**config.mk**
```make
export PLATFORM = sky130hd
export DESIGN_NAME = ray_hit_collector_flat
export DESIGN_NICKNAME = d
export VERILOG_FILES = /design/src/rtl/ray_hit_collector_if.sv /design/src/rtl/ray_hit_collector.sv /design/src/flat_wrapper.sv
export SDC_FILE = /design/constraint.sdc
export NUM_CORES = 1
export LEC_CHECK = 0
export ABC_AREA = 1
export BUFFER_PORTS_ARGS = -buffer_cell sky130_fd_sc_hd__buf_4
export CAP_MARGIN = 10
export CORE_MARGIN = 2
export CORE_UTILIZATION = 55
export DETAILED_ROUTE_END_ITERATION = 12
export PLACE_DENSITY = 0.74
export SLEW_MARGIN = 20
export SYNTH_ARGS = -nofsm -noshare
export SYNTH_HDL_FRONTEND = slang
export SYNTH_SLANG_ARGS = --single-unit
```
**constraint.sdc**
```tcl
create_clock -name clk -period 3.3 [get_ports clk]
set_input_delay 0.33 -clock clk [delete_from_list [all_inputs] [get_ports clk]]
set_output_delay 0.33 -clock clk [all_outputs]
set_load 0.05 [all_outputs]
```
**src/rtl/ray_hit_collector_if.sv**
```systemverilog
// ray_hit_collector_if
//   Issue and result streams of the ray hit collector bundled into one
//   interface.
//   issue_valid/issue_ready/issue_id : launch handshake from the issue side.
//   res_valid/res_ready/res_id/res_hit : result stream to the consumer.
//   master : the issuing/consuming side. slave : the collector.
interface ray_hit_collector_if #(
  parameter int ID_W = 8
);
  logic            issue_valid;
  logic            issue_ready;
  logic [ID_W-1:0] issue_id;
  logic            res_valid;
  logic            res_ready;
  logic [ID_W-1:0] res_id;
  logic            res_hit;

  modport master (
    output issue_valid, issue_id, res_ready,
    input  issue_ready, res_valid, res_id, res_hit
  );

  modport slave (
    input  issue_valid, issue_id, res_ready,
    output issue_ready, res_valid, res_id, res_hit
  );
endinterface

```
**src/rtl/ray_hit_collector.sv**
```systemverilog
// ray_hit_collector
//   Downstream end of the ray/AABB intersection pipeline. Ray tags accepted on
//   the issue stream are delayed LAT cycles to line up with the core's
//   hit_miss bit, then the (id, hit) pair is queued in a DEPTH-entry FIFO and
//   offered on the result stream. Issue is credit-gated on FIFO occupancy plus
//   rays in flight, so the non-stallable core can never overflow the FIFO.
// Ports:
//   clk, rst            : rising-edge clock, async active-high reset
//   bus (slave)         : issue_valid/ready/id and res_valid/ready/id/hit
//   hit_miss            : core result bit, only meaningful in occupied slots
//   clr_stats           : synchronous clear of hit_cnt/miss_cnt
//   hit_cnt, miss_cnt   : saturating counts of hits/misses written to the FIFO
//   err_drop            : sticky, a launch was attempted while not ready
module ray_hit_collector #(
  parameter int LAT   = 8,
  parameter int ID_W  = 8,
  parameter int DEPTH = 16,
  parameter int CNT_W = 32
) (
  input  logic             clk,
  input  logic             rst,
  ray_hit_collector_if.slave bus,
  input  logic             hit_miss,
  input  logic             clr_stats,
  output logic [CNT_W-1:0] hit_cnt,
  output logic [CNT_W-1:0] miss_cnt,
  output logic             err_drop
);

  localparam int AW = $clog2(DEPTH);
  localparam int CW = $clog2(DEPTH + 1);
  localparam int IW = $clog2(LAT + 1);
  localparam int SW = ((CW > IW) ? CW : IW) + 1;

  // Tag delay line: valid bits are reset, tag bits are plain data.
  logic [LAT-1:0]  dl_v;
  logic [ID_W-1:0] dl_id [LAT];
  logic [IW-1:0]   inflight;

  // Result FIFO, each entry is {hit, id}.
  logic [ID_W:0]   mem [DEPTH];
  logic [AW-1:0]   wr_ptr;
  logic [AW-1:0]   rd_ptr;
  logic [CW-1:0]   count;

  logic            accept;
  logic            push;
  logic            pop;
  logic [ID_W-1:0] push_id;

  // Credit uses only registered occupancy, so a pop frees credit one cycle
  // later and the sum can never exceed DEPTH.
  assign bus.issue_ready = !rst && ((SW'(count) + SW'(inflight)) < SW'(DEPTH));

  assign accept  = bus.issue_valid && bus.issue_ready;
  assign push    = dl_v[LAT-1];
  assign push_id = dl_id[LAT-1];
  assign pop     = bus.res_valid && bus.res_ready;

  always_ff @(posedge clk or posedge rst) begin
    if (rst) begin
      dl_v     <= '0;
      inflight <= '0;
    end else begin
      dl_v[0] <= accept;
      for (int unsigned i = 1; i < LAT; i++) begin
        dl_v[i] <= dl_v[i-1];
      end
      inflight <= inflight + IW'(accept) - IW'(push);
    end
  end

  always_ff @(posedge clk) begin
    dl_id[0] <= bus.issue_id;
    for (int unsigned i = 1; i < LAT; i++) begin
      dl_id[i] <= dl_id[i-1];
    end
  end

  always_ff @(posedge clk) begin
    if (push) begin
      mem[wr_ptr] <= {hit_miss, push_id};
    end
  end

  always_ff @(posedge clk or posedge rst) begin
    if (rst) begin
      wr_ptr <= '0;
      rd_ptr <= '0;
      count  <= '0;
    end else begin
      if (push) begin
        wr_ptr <= wr_ptr + AW'(1);
      end
      if (pop) begin
        rd_ptr <= rd_ptr + AW'(1);
      end
      count <= count + CW'(push) - CW'(pop);
    end
  end

  assign bus.res_valid = (count != '0);
  // Head is forced to zero when empty so the stream reads 0 out of reset.
  assign {bus.res_hit, bus.res_id} = bus.res_valid ? mem[rd_ptr] : '0;

  always_ff @(posedge clk or posedge rst) begin
    if (rst) begin
      hit_cnt  <= '0;
      miss_cnt <= '0;
    end else if (clr_stats) begin
      hit_cnt  <= '0;
      miss_cnt <= '0;
    end else if (push) begin
      if (hit_miss) begin
        if (hit_cnt != '1) begin
          hit_cnt <= hit_cnt + CNT_W'(1);
        end
      end else begin
        if (miss_cnt != '1) begin
          miss_cnt <= miss_cnt + CNT_W'(1);
        end
      end
    end
  end

  always_ff @(posedge clk or posedge rst) begin
    if (rst) begin
      err_drop <= 1'b0;
    end else if (bus.issue_valid && !bus.issue_ready) begin
      err_drop <= 1'b1;
    end
  end

endmodule

```
**src/flat_wrapper.sv**
```systemverilog
// flat-port wrapper written by rule: the top's interface ports become plain ports
module ray_hit_collector_flat 
#(
  parameter int LAT   = 8,
  parameter int ID_W  = 8,
  parameter int DEPTH = 16,
  parameter int CNT_W = 32
)
  (clk, rst, hit_miss, clr_stats, hit_cnt, miss_cnt, err_drop, bus_issue_valid, bus_issue_id, bus_res_ready, bus_issue_ready, bus_res_valid, bus_res_id, bus_res_hit);
  ray_hit_collector_if #(.ID_W(ID_W)) bus_i ();
  input  logic clk;
  input  logic rst;
  input  logic hit_miss;
  input  logic clr_stats;
  output logic [CNT_W-1:0] hit_cnt;
  output logic [CNT_W-1:0] miss_cnt;
  output logic err_drop;
  input wire logic [$bits(bus_i.issue_valid)-1:0] bus_issue_valid;
  input wire logic [$bits(bus_i.issue_id)-1:0] bus_issue_id;
  input wire logic [$bits(bus_i.res_ready)-1:0] bus_res_ready;
  output wire logic [$bits(bus_i.issue_ready)-1:0] bus_issue_ready;
  output wire logic [$bits(bus_i.res_valid)-1:0] bus_res_valid;
  output wire logic [$bits(bus_i.res_id)-1:0] bus_res_id;
  output wire logic [$bits(bus_i.res_hit)-1:0] bus_res_hit;
  assign bus_i.issue_valid = bus_issue_valid;
  assign bus_i.issue_id = bus_issue_id;
  assign bus_i.res_ready = bus_res_ready;
  assign bus_issue_ready = bus_i.issue_ready;
  assign bus_res_valid = bus_i.res_valid;
  assign bus_res_id = bus_i.res_id;
  assign bus_res_hit = bus_i.res_hit;
  ray_hit_collector #(.LAT(LAT), .ID_W(ID_W), .DEPTH(DEPTH), .CNT_W(CNT_W)) u_core (.clk(clk), .rst(rst), .bus(bus_i), .hit_miss(hit_miss), .clr_stats(clr_stats), .hit_cnt(hit_cnt), .miss_cnt(miss_cnt), .err_drop(err_drop));
endmodule
```
# Word-level counts from Yosys, hierarchy flattened
# Memory sizes are Yosys's and may differ from the RTL's.
# Index checks and enable logic that the tools add are counted.
[totals]
memories = 2
regBits = 90
out_inout_bits = 76
mem_bits_rw = 208
word_cells = 47
in_bits = 14
[op_classes]
magnitude_cmp = 1
n_reduce_logical = 13
eq_ne = 3
mux = 11
n_addsub = 9
[memory_table]
columns = ["memory", "words", "word_bits", "read_ports", "rd_clocked_by_memory_dff", "wr", "line", "rtl"]
rows = [
  ["u_core.mem", 16, 9, 1, 0, 1, "ray_hit_collector.sv:41", "logic [ID_W:0] mem [DEPTH];"],
  ["u_core.dl_id", 8, 8, 8, 0, 8, "ray_hit_collector.sv:37", "logic [ID_W-1:0] dl_id [LAT];"],
]
[ops]
columns = ["cell", "count"]
rows = [
  ["32-bit 2-to-1 mux", 8],
  ["32-bit by 1-bit adder with 32-bit output, second input constant", 2],
  ["32-bit inequality test, second input constant", 2],
  ["9-bit 2-to-1 mux", 1],
  ["4-bit by 1-bit adder with 4-bit output, second input constant", 2],
  ["2-bit nonzero test", 4],
  ["5-bit by 4-bit adder with 6-bit output", 1],
  ["6-bit by 5-bit < comparator with 1-bit output, second input constant", 1],
  ["3-bit AND reduction", 2],
  ["5-bit by 1-bit adder with 5-bit output", 1],
  ["5-bit nonzero test", 1],
  ["5-bit by 1-bit subtractor with 5-bit output", 1],
  ["4-bit by 1-bit adder with 4-bit output", 1],
  ["1-bit logical AND", 4],
  ["4-bit by 1-bit subtractor with 4-bit output", 1],
  ["1-bit zero test", 2],
  ["1-bit 2-to-1 mux", 2],
  ["2-bit by 1-bit inequality test with 1-bit output, second input constant", 1],
]

# Logic depth before layout (Yosys ltp)
# Gate-level depths: netlist of the first run.
[logic_depth]
depth_word = 6
ltp_mapped = 12
ltp_nobuf = 12

# Worst setup path before layout of the first run
# No wires, ideal clock.
[synth_path]
path_kind = "register to register"
from = "register u_core.count[3]"
to = "register u_core.count[4]"
setup_ns = 0.079
t_required_ns = 3.221
path_buffers = 0
period_less_slack_ns = 2.700
path_stages_with_launch = 13
setup_slack_ns = 0.600
arrival_time_ns = 2.621
cell_sequence = "dfrtp_1 -> inv_1 -> ha_1 -> nand3_1 -> nand2_1 -> inv_1 -> ha_1 -> inv_1 -> ha_1 -> inv_1 -> fa_1 -> o21ai_0 -> xor2_1"
[synth_between]
elab_chain_cells = 3
elab_cells_between_ends = 4
cone_classes = "add/sub: 2; reduce/logical: 2"
[synth_rtl]
columns = ["element", "line", "rtl"]
rows = [
  ["from (decl)", "ray_hit_collector.sv:44", "logic [CW-1:0] count;"],
  ["from (signal assigned)", "ray_hit_collector.sv:98", "count <= count + CW'(push) - CW'(pop);"],
  ["5-bit nonzero test", "ray_hit_collector.sv:102", "assign bus.res_valid = (count != '0);"],
  ["named net bus_res_valid", "flat_wrapper.sv:22", "output wire logic [$bits(bus_i.res_valid)-1:0] bus_res_valid;"],
  ["1-bit logical AND", "ray_hit_collector.sv:58", "assign pop = bus.res_valid && bus.res_ready;"],
  ["named net u_core.pop", "ray_hit_collector.sv:48", "logic pop;"],
  ["5-bit by 1-bit subtractor with 5-bit output", "ray_hit_collector.sv:98", ""],
]
# The timed path passes the listed nets, and every way through them passes these cells.
# A chain may end at the register's enable or synchronous reset.

# Worst setup path after layout of the first run
[layout_path]
from = "register u_core.rd_ptr[0]"
to = "output bus_res_id[6]"
[layout_between]
elab_chain_cells = 2
[layout_rtl]
columns = ["element", "line", "rtl"]
rows = [
  ["from (decl)", "ray_hit_collector.sv:43", "logic [AW-1:0] rd_ptr;"],
  ["from (signal assigned)", "ray_hit_collector.sv:96", "rd_ptr <= rd_ptr + AW'(1);"],
  ["memory read 16 x 9 bit", "-", ""],
  ["9-bit 2-to-1 mux", "ray_hit_collector.sv:104", "assign {bus.res_hit, bus.res_id} = bus.res_valid ? mem[rd_ptr] : '0;"],
  ["to (decl)", "flat_wrapper.sv:23", "output wire logic [$bits(bus_i.res_id)-1:0] bus_res_id;"],
]
# Every way passes these cells.

==> flow_metrics.tcl, run 1 <==
set metrics [dict create \
    run_status "finished clean" \
    synth_top_area_frac 0.3393 \
    worstPathRequired_ns 2.97 \
    setup_violations 0 \
    cts_inserted_buffers 30 \
    setup-tns-final_ns 0 \
    cts_tree "yes" \
    rsz0062_at_grt "false" \
    hold_depth 3 \
    cp_cell_sequence "clkinv_1 > buf_12 > o21ai_0 > o211ai_1 > nand3_1 > a21oi_1 > buf_4" \
    netlist_instances 1332 \
    clkLatencyLatePin_ns 0.56 \
    reg2reg_slack_ns 0.46 \
    dieHeight_um 156.2 \
    worstMarginPinSlew_ns 1.028 \
    routabilityCongestion 0.9007 \
    start_util 0.5612 \
    first_pass_iters 5 \
    hold_viol_final 0 \
    cp_max_fo 48 \
    slew-limit-headroom 0.3119 \
    crit_path_start "u_core.rd_ptr[0]" \
    ir_worst_vdd_mv 0.4732 \
    io_buffers 89 \
    vias_per_cell 5.457 \
    r2r_start "u_core.count[2]" \
    fin_crit_sh 0.9280 \
    cp.arrival_ns 2.73 \
    grt_pass1_vias 9010 \
    synth_seq_cells 298 \
    fp.dieW_um 156.2 \
    syn_area_per_cell_um2 9.568 \
    cts_sinks 298 \
    root_buffer "clkbuf_16" \
    yosysTopAreaCell "edfxtp_1" \
    finalClockSkew_ns 0.02407 \
    slowest_delay_ns 0.55 \
    crit_path_start_kind "flop" \
    drv_slew 0 \
    nets 1470 \
    ys_top_cells_by_area "edfxtp_1 34%, dfrtp_1 18%, dfxtp_1 10%" \
    ios 90 \
    syn_area_mm2 0.01274 \
    drtAntennaViolNets 0 \
    yosysUniqueCellTypes 35 \
    drcViolationCount 0 \
    drv_cap 0 \
    vias 9506 \
    yosys_warnings 0 \
    timing.rr.end "u_core.count[4]" \
    worstHoldStart "bus_issue_valid" \
    whs_endpoint "u_core.err_drop" \
    fin_hold_ws_ns 0.03970 \
    fin_crit_ns 3.062 \
    coreArea_mm2 0.02271 \
    cts.clk_slew.worst_paths_ns 0.06 \
    leakage_nw 5.706 \
    area_growth_pct 16.37 \
    ff2ff_path_depth 12 \
    antennaDiodeCount 0 \
    worstSetupPathType "reg -> out" \
    grt_pass1_wl_mm 45.82 \
    routed_wl_mm 28.20 \
    groute.usage.overall 0.2355 \
    clock_path_buffers 3 \
    dp_cells 1678 \
    fin_cells 1742 \
    hold_path.class "in -> reg" \
    utilization 0.6531 \
    fillers 1834 \
    end_kind "output pin" \
    dieArea_mm2 0.02441 \
    wire_per_inst_um 16.19 \
    cp_slowest_cell "clkinv_1" \
    grt_start_max_net_pins 75 \
    grt_antenna_before_repair 0 \
    drive_gt1_frac 0.1325 \
    power_density_mw_per_mm2 738.4 \
    drt_iter0_markers 776 \
    rows 55 \
    yosysSeqAreaShare 0.6165 \
    hpwlAfterDp_mm 18.11 \
    grt_overflow 0 \
    synth_fp_nets 1368 \
    max_freq_ghz 0.3265 \
    cts.htree.levels 1 \
]
-- metrics by stage --
stage	cell area, um2	worst slack [ns]	total power (W)
5_1_grt	14830	0.08114	0.01151
4_1_cts	14820	0.2592	0.01101
3_5_place_dp	13660	0.5725	0.007441
6_report	14830	0.2375	0.01095
2_1_floorplan	12740	0.6003	0.006602
3_3_place_gp	13660	0.6876	0.007331
-- cells in the mapped netlist --
cell type    n
nand2_2      2
nand4_1      4
ha_1        20
clkinv_1     5
nand3_4      2
inv_1       71
buf_4        2
o21bai_1    18
clkbuf_2     1
a21oi_1     12
nand3_1    120
buf_6        9
inv_2        1
nand3_2      2
nor3_1       1
o21ai_2      2
clkbuf_1    22
nand2_4      1
xor2_1       9
dfrtp_1     90
o21ai_1     15
a21o_1       1
o211ai_1    27
nor2_4       4
nand2_1    290
nor2_2       1
dfxtp_1     64
buf_2        9
xnor2_1      4
o21ai_0    120
edfxtp_1   144
or2_2       13
fa_1         2
nor2_1     241
buf_1        3
-- cells by family after synthesis --
group	Yosys count	synth area share
compound gates	195	0.08620
xor+xnor	13	0.008934
fa+ha+maj	22	0.02278
buf+inv	123	0.04310
flops	298	0.6165
simple gates	681	0.2225
-- cells in the final DEF, fill, tap and decap left out, types with 3 or more instances in the layout --
master / Yosys / final
a21oi_1: 12 / 12
buf_4: 2 / 106
bufinv_16: 0 / 3
clkbuf_16: 0 / 33
clkbuf_8: 0 / 3
clkinv_1: 5 / 8
clkinv_2: 0 / 7
dfrtp_1: 90 / 89
dfxtp_1: 64 / 64
dlygate4sd3_1: 0 / 9
edfxtp_1: 144 / 144
ha_1: 20 / 20
inv_1: 71 / 69
inv_4: 0 / 4
nand2_1: 290 / 290
nand3_1: 120 / 120
nand4_1: 4 / 4
nor2_1: 241 / 238
nor2_2: 1 / 4
nor2_4: 4 / 4
o211ai_1: 27 / 27
o21ai_0: 120 / 120
o21ai_1: 15 / 15
o21bai_1: 18 / 18
or2_2: 13 / 13
xnor2_1: 4 / 4
xor2_1: 9 / 9
-- worst max path at each step --
stage	to	slack, ns	cells past startpoint
2_1_floorplan	u_core.count[4]	0.60	12
3_3_place_gp	u_core.count[4]	0.69	12
3_5_place_dp	u_core.count[4]	0.57	12
4_1_cts	bus_res_id[6]	0.26	7
5_1_grt	bus_res_id[6]	0.08	7
6_report	bus_res_id[6]	0.24	7
-- state kept, by name (all words and copies together), names as in the netlist --
name             count
u_core.hit_cnt      32
u_core.dl_v          8
u_core.rd_ptr        4
u_core.miss_cnt     32
u_core.err_drop      1
u_core.wr_ptr        4
u_core.count         5
u_core.dl_id        64
u_core.inflight      4
u_core.mem         144
-- critical path: cells and delay by family, from the launching register on --
kind / cells / cell delay (ns)
buffers and inverters: 3 / 1.18
AO/OA/AOI/OAI: 3 / 0.49
flip-flops: 1 / 0.36
AND/OR/NAND/NOR: 1 / 0.12
-- power by group --
| group | leakage [nW] | internal (W) | switching, W |
|---|---|---|---|
| clock | 0.538 | 0.00212 | 0.00144 |
| sequential | 3.05 | 0.00413 | 0.000209 |
| combinational | 2.12 | 0.000953 | 0.00210 |
| total | 5.71 | 0.00720 | 0.00375 |
-- final cells by class --
| cell class | count | area (um2) | area share |
|---|---|---|---|
| sequential | 298 | 7859 | 0.5299 |
| multi-input combinational | 911 | 4345 | 0.2930 |
| timing repair buffer | 116 | 905.9 | 0.06108 |
| clock buffer | 36 | 867.1 | 0.05847 |
| tap | 285 | 356.6 | 0.02404 |
| inverter | 77 | 291.5 | 0.01966 |
| clock inverter | 19 | 205.2 | 0.01384 |
-- layer usage --
metal,global-route usage,vias up,part of all wire
li1,-,4657,-
met1,0.3351,4491,0.44
met2,0.3887,317,0.47
met3,0.02908,41,0.068
met4,0.06073,0,0.019
met5,0,-,0
-- repair_timing --
action                    4_1_cts  5_1_grt
hold buffers                    9        0
resized for setup               0        0
setup buffers                   0        0
hold endpoints to repair       34        0
Power figures use the tool's default switching activity.
==> inputs of run 2 (changes only) <==
--- a/config.mk
+++ b/config.mk
@@ -9,9 +9,10 @@
 export BUFFER_PORTS_ARGS = -buffer_cell sky130_fd_sc_hd__buf_4
 export CAP_MARGIN = 10
 export CORE_MARGIN = 2
-export CORE_UTILIZATION = 55
+export CORE_UTILIZATION = 30
 export DETAILED_ROUTE_END_ITERATION = 12
-export PLACE_DENSITY = 0.74
+export SKIP_CTS_REPAIR_TIMING = 1
+export SKIP_LAST_GASP = 1
 export SLEW_MARGIN = 20
 export SYNTH_ARGS = -nofsm -noshare
 export SYNTH_HDL_FRONTEND = slang
==> flow_metrics.tcl, run 2 (same netlist as run 1, synthesis figures left out) <==
set metrics [dict create \
    r2r_start "u_core.count[3]" \
    drv_cap 0 \
    grt_start_max_net_pins 75 \
    max_freq_ghz 0.3281 \
    fin_crit_ns 3.048 \
    hold_viol_final 0 \
    first_pass_iters 5 \
    io_buffers 89 \
    cts_tree "yes" \
    worstHoldStart "bus_issue_valid" \
    wire_per_inst_um 14.76 \
    drv_slew 0 \
    hpwlAfterDp_mm 19.05 \
    cts.clk_slew.worst_paths_ns 0.06 \
    dieArea_mm2 0.04415 \
    fillers 4167 \
    start_util 0.3038 \
    regMostFlops "u_core.mem" \
    drt_iter0_markers 697 \
    worstPathRequired_ns 2.97 \
    crit_path_start "u_core.rd_ptr[0]" \
    critical_path_buf_inv_count 2 \
    ir_worst_vdd_mv 0.4374 \
    vias 9208 \
    finalClockSkew_ns 0.01782 \
    drive_gt1_frac 0.1265 \
    area_growth_pct 18.45 \
    fp.dieW_um 210.1 \
    grt_overflow 0 \
    antennaDiodeCount 0 \
    dieHeight_um 210.1 \
    cp_slowest_cell "buf_4" \
    run_status "finished clean" \
    setup-tns-final_ns 0 \
    cts.htree.levels 1 \
    rows 75 \
    drtAntennaViolNets 0 \
    end_kind "output pin" \
    fin_cells 1994 \
    cp_max_fo 74 \
    final_cell_mix "290 x nand2_1, 240 x nor2_1, 144 x edfxtp_1, 120 x nand3_1, 120 x o21ai_0" \
    cp_cell_sequence "buf_4 > nor2_1 > nor2_1 > o21ai_0 > nand3_1 > nand3_1 > a21oi_1 > buf_4" \
    worstMarginPinSlew_ns 1.089 \
    nets 1467 \
    grt_pass1_wl_mm 47.23 \
    root_buffer "clkbuf_16" \
    worstSetupPathType "reg -> out" \
    hold_path.class "in -> reg" \
    power_density_mw_per_mm2 727.9 \
    fin_crit_sh 0.9236 \
    groute.usage.overall 0.1319 \
    dp_cells 1929 \
    cts_sinks 298 \
    setup_violations 0 \
    grt_antenna_before_repair 0 \
    p_total_w 0.01099 \
    largest_reg_flops 144 \
    crit_path_start_kind "flop" \
    mostFrequentLayoutCell "nand2_1" \
    slew-limit-headroom 0.2712 \
    ios 90 \
    vias_per_cell 4.618 \
    cts_inserted_buffers 30 \
    routed_wl_mm 29.44 \
    hold_depth 3 \
    grt_pass1_vias 8827 \
    cp.arrival_ns 2.72 \
    crit_cells 8 \
    leakage_nw 5.658 \
    coreArea_mm2 0.04195 \
    clkLatencyLatePin_ns 0.57 \
    clock_path_buffers 3 \
    slowest_delay_ns 0.62 \
    cp_top_family "buffers and inverters" \
    drcViolationCount 0 \
    ff2ff_path_depth 12 \
    routabilityCongestion 0.9166 \
    rsz0062_at_grt "false" \
    largestRegisters "u_core.mem: 144 flops, u_core.dl_id: 64 flops" \
]
## run 2: worst paths after layout
check	end	slack (ns)
worst max-delay path	bus_res_id[3]	0.25
worst min-delay path	u_core.err_drop	0.02
worst max register to register	u_core.count[4]	0.63
worst min register to register	u_core.dl_id[1][4]	0.32
max in group asynchronous	u_core.miss_cnt[17]	2.03
min in group asynchronous	u_core.dl_v[1]	0.43
## run 2: area by class of cell
type / count / area [um2] / area share
tap: 539 / 674.4 / 0.04467
multi-input combinational: 911 / 4340 / 0.2875
timing repair buffer: 113 / 870.8 / 0.05769
clock inverter: 15 / 206.4 / 0.01368
sequential: 298 / 7859 / 0.5206
clock buffer: 41 / 853.3 / 0.05653
inverter: 77 / 291.5 / 0.01931
## run 2: routing by layer
| metal | global-route usage | vias up | share of wire |
|---|---|---|---|
| li1 | - | 4650 | - |
| met1 | 0.1740 | 4351 | 0.45 |
| met2 | 0.2252 | 166 | 0.48 |
| met3 | 0.01728 | 41 | 0.044 |
| met4 | 0.04206 | 0 | 0.021 |
| met5 | 0 | - | 0 |
## run 2: metrics by stage
stage | hold slack (ns) | setup WS, ns | area, um2 | util
final | 0.02223 | 0.2522 | 15100 | 0.3599
after detailed placement | 0.3121 | 0.6115 | 13940 | 0.3324
after CTS | -0.1789 | 0.1824 | 15000 | 0.3577
after floorplan | 0.3096 | 0.6003 | 12740 | -
after global placement | 0.3097 | 0.6415 | 13940 | 0.3324
after global routing | 0.01239 | 0.04608 | 15100 | 0.3599
## run 2: report_power, final
part / internal (W) / switching [W] / total, W
combinational: 0.000958 / 0.00211 / 0.00307
sequential: 0.00413 / 0.000210 / 0.00434
clock: 0.00213 / 0.00145 / 0.00358
## run 2: worst reg2reg max path, delay by kind of cell (launching register included)
family,cells,cell delay (ns)
xor gates and xnor gates,1,0.17
DFF,1,0.41
and+or+nand+nor,2,0.42
buffers and inverters,4,0.34
AOI/OAI and AO/OA,1,0.25
adders and majority gates,4,1.01
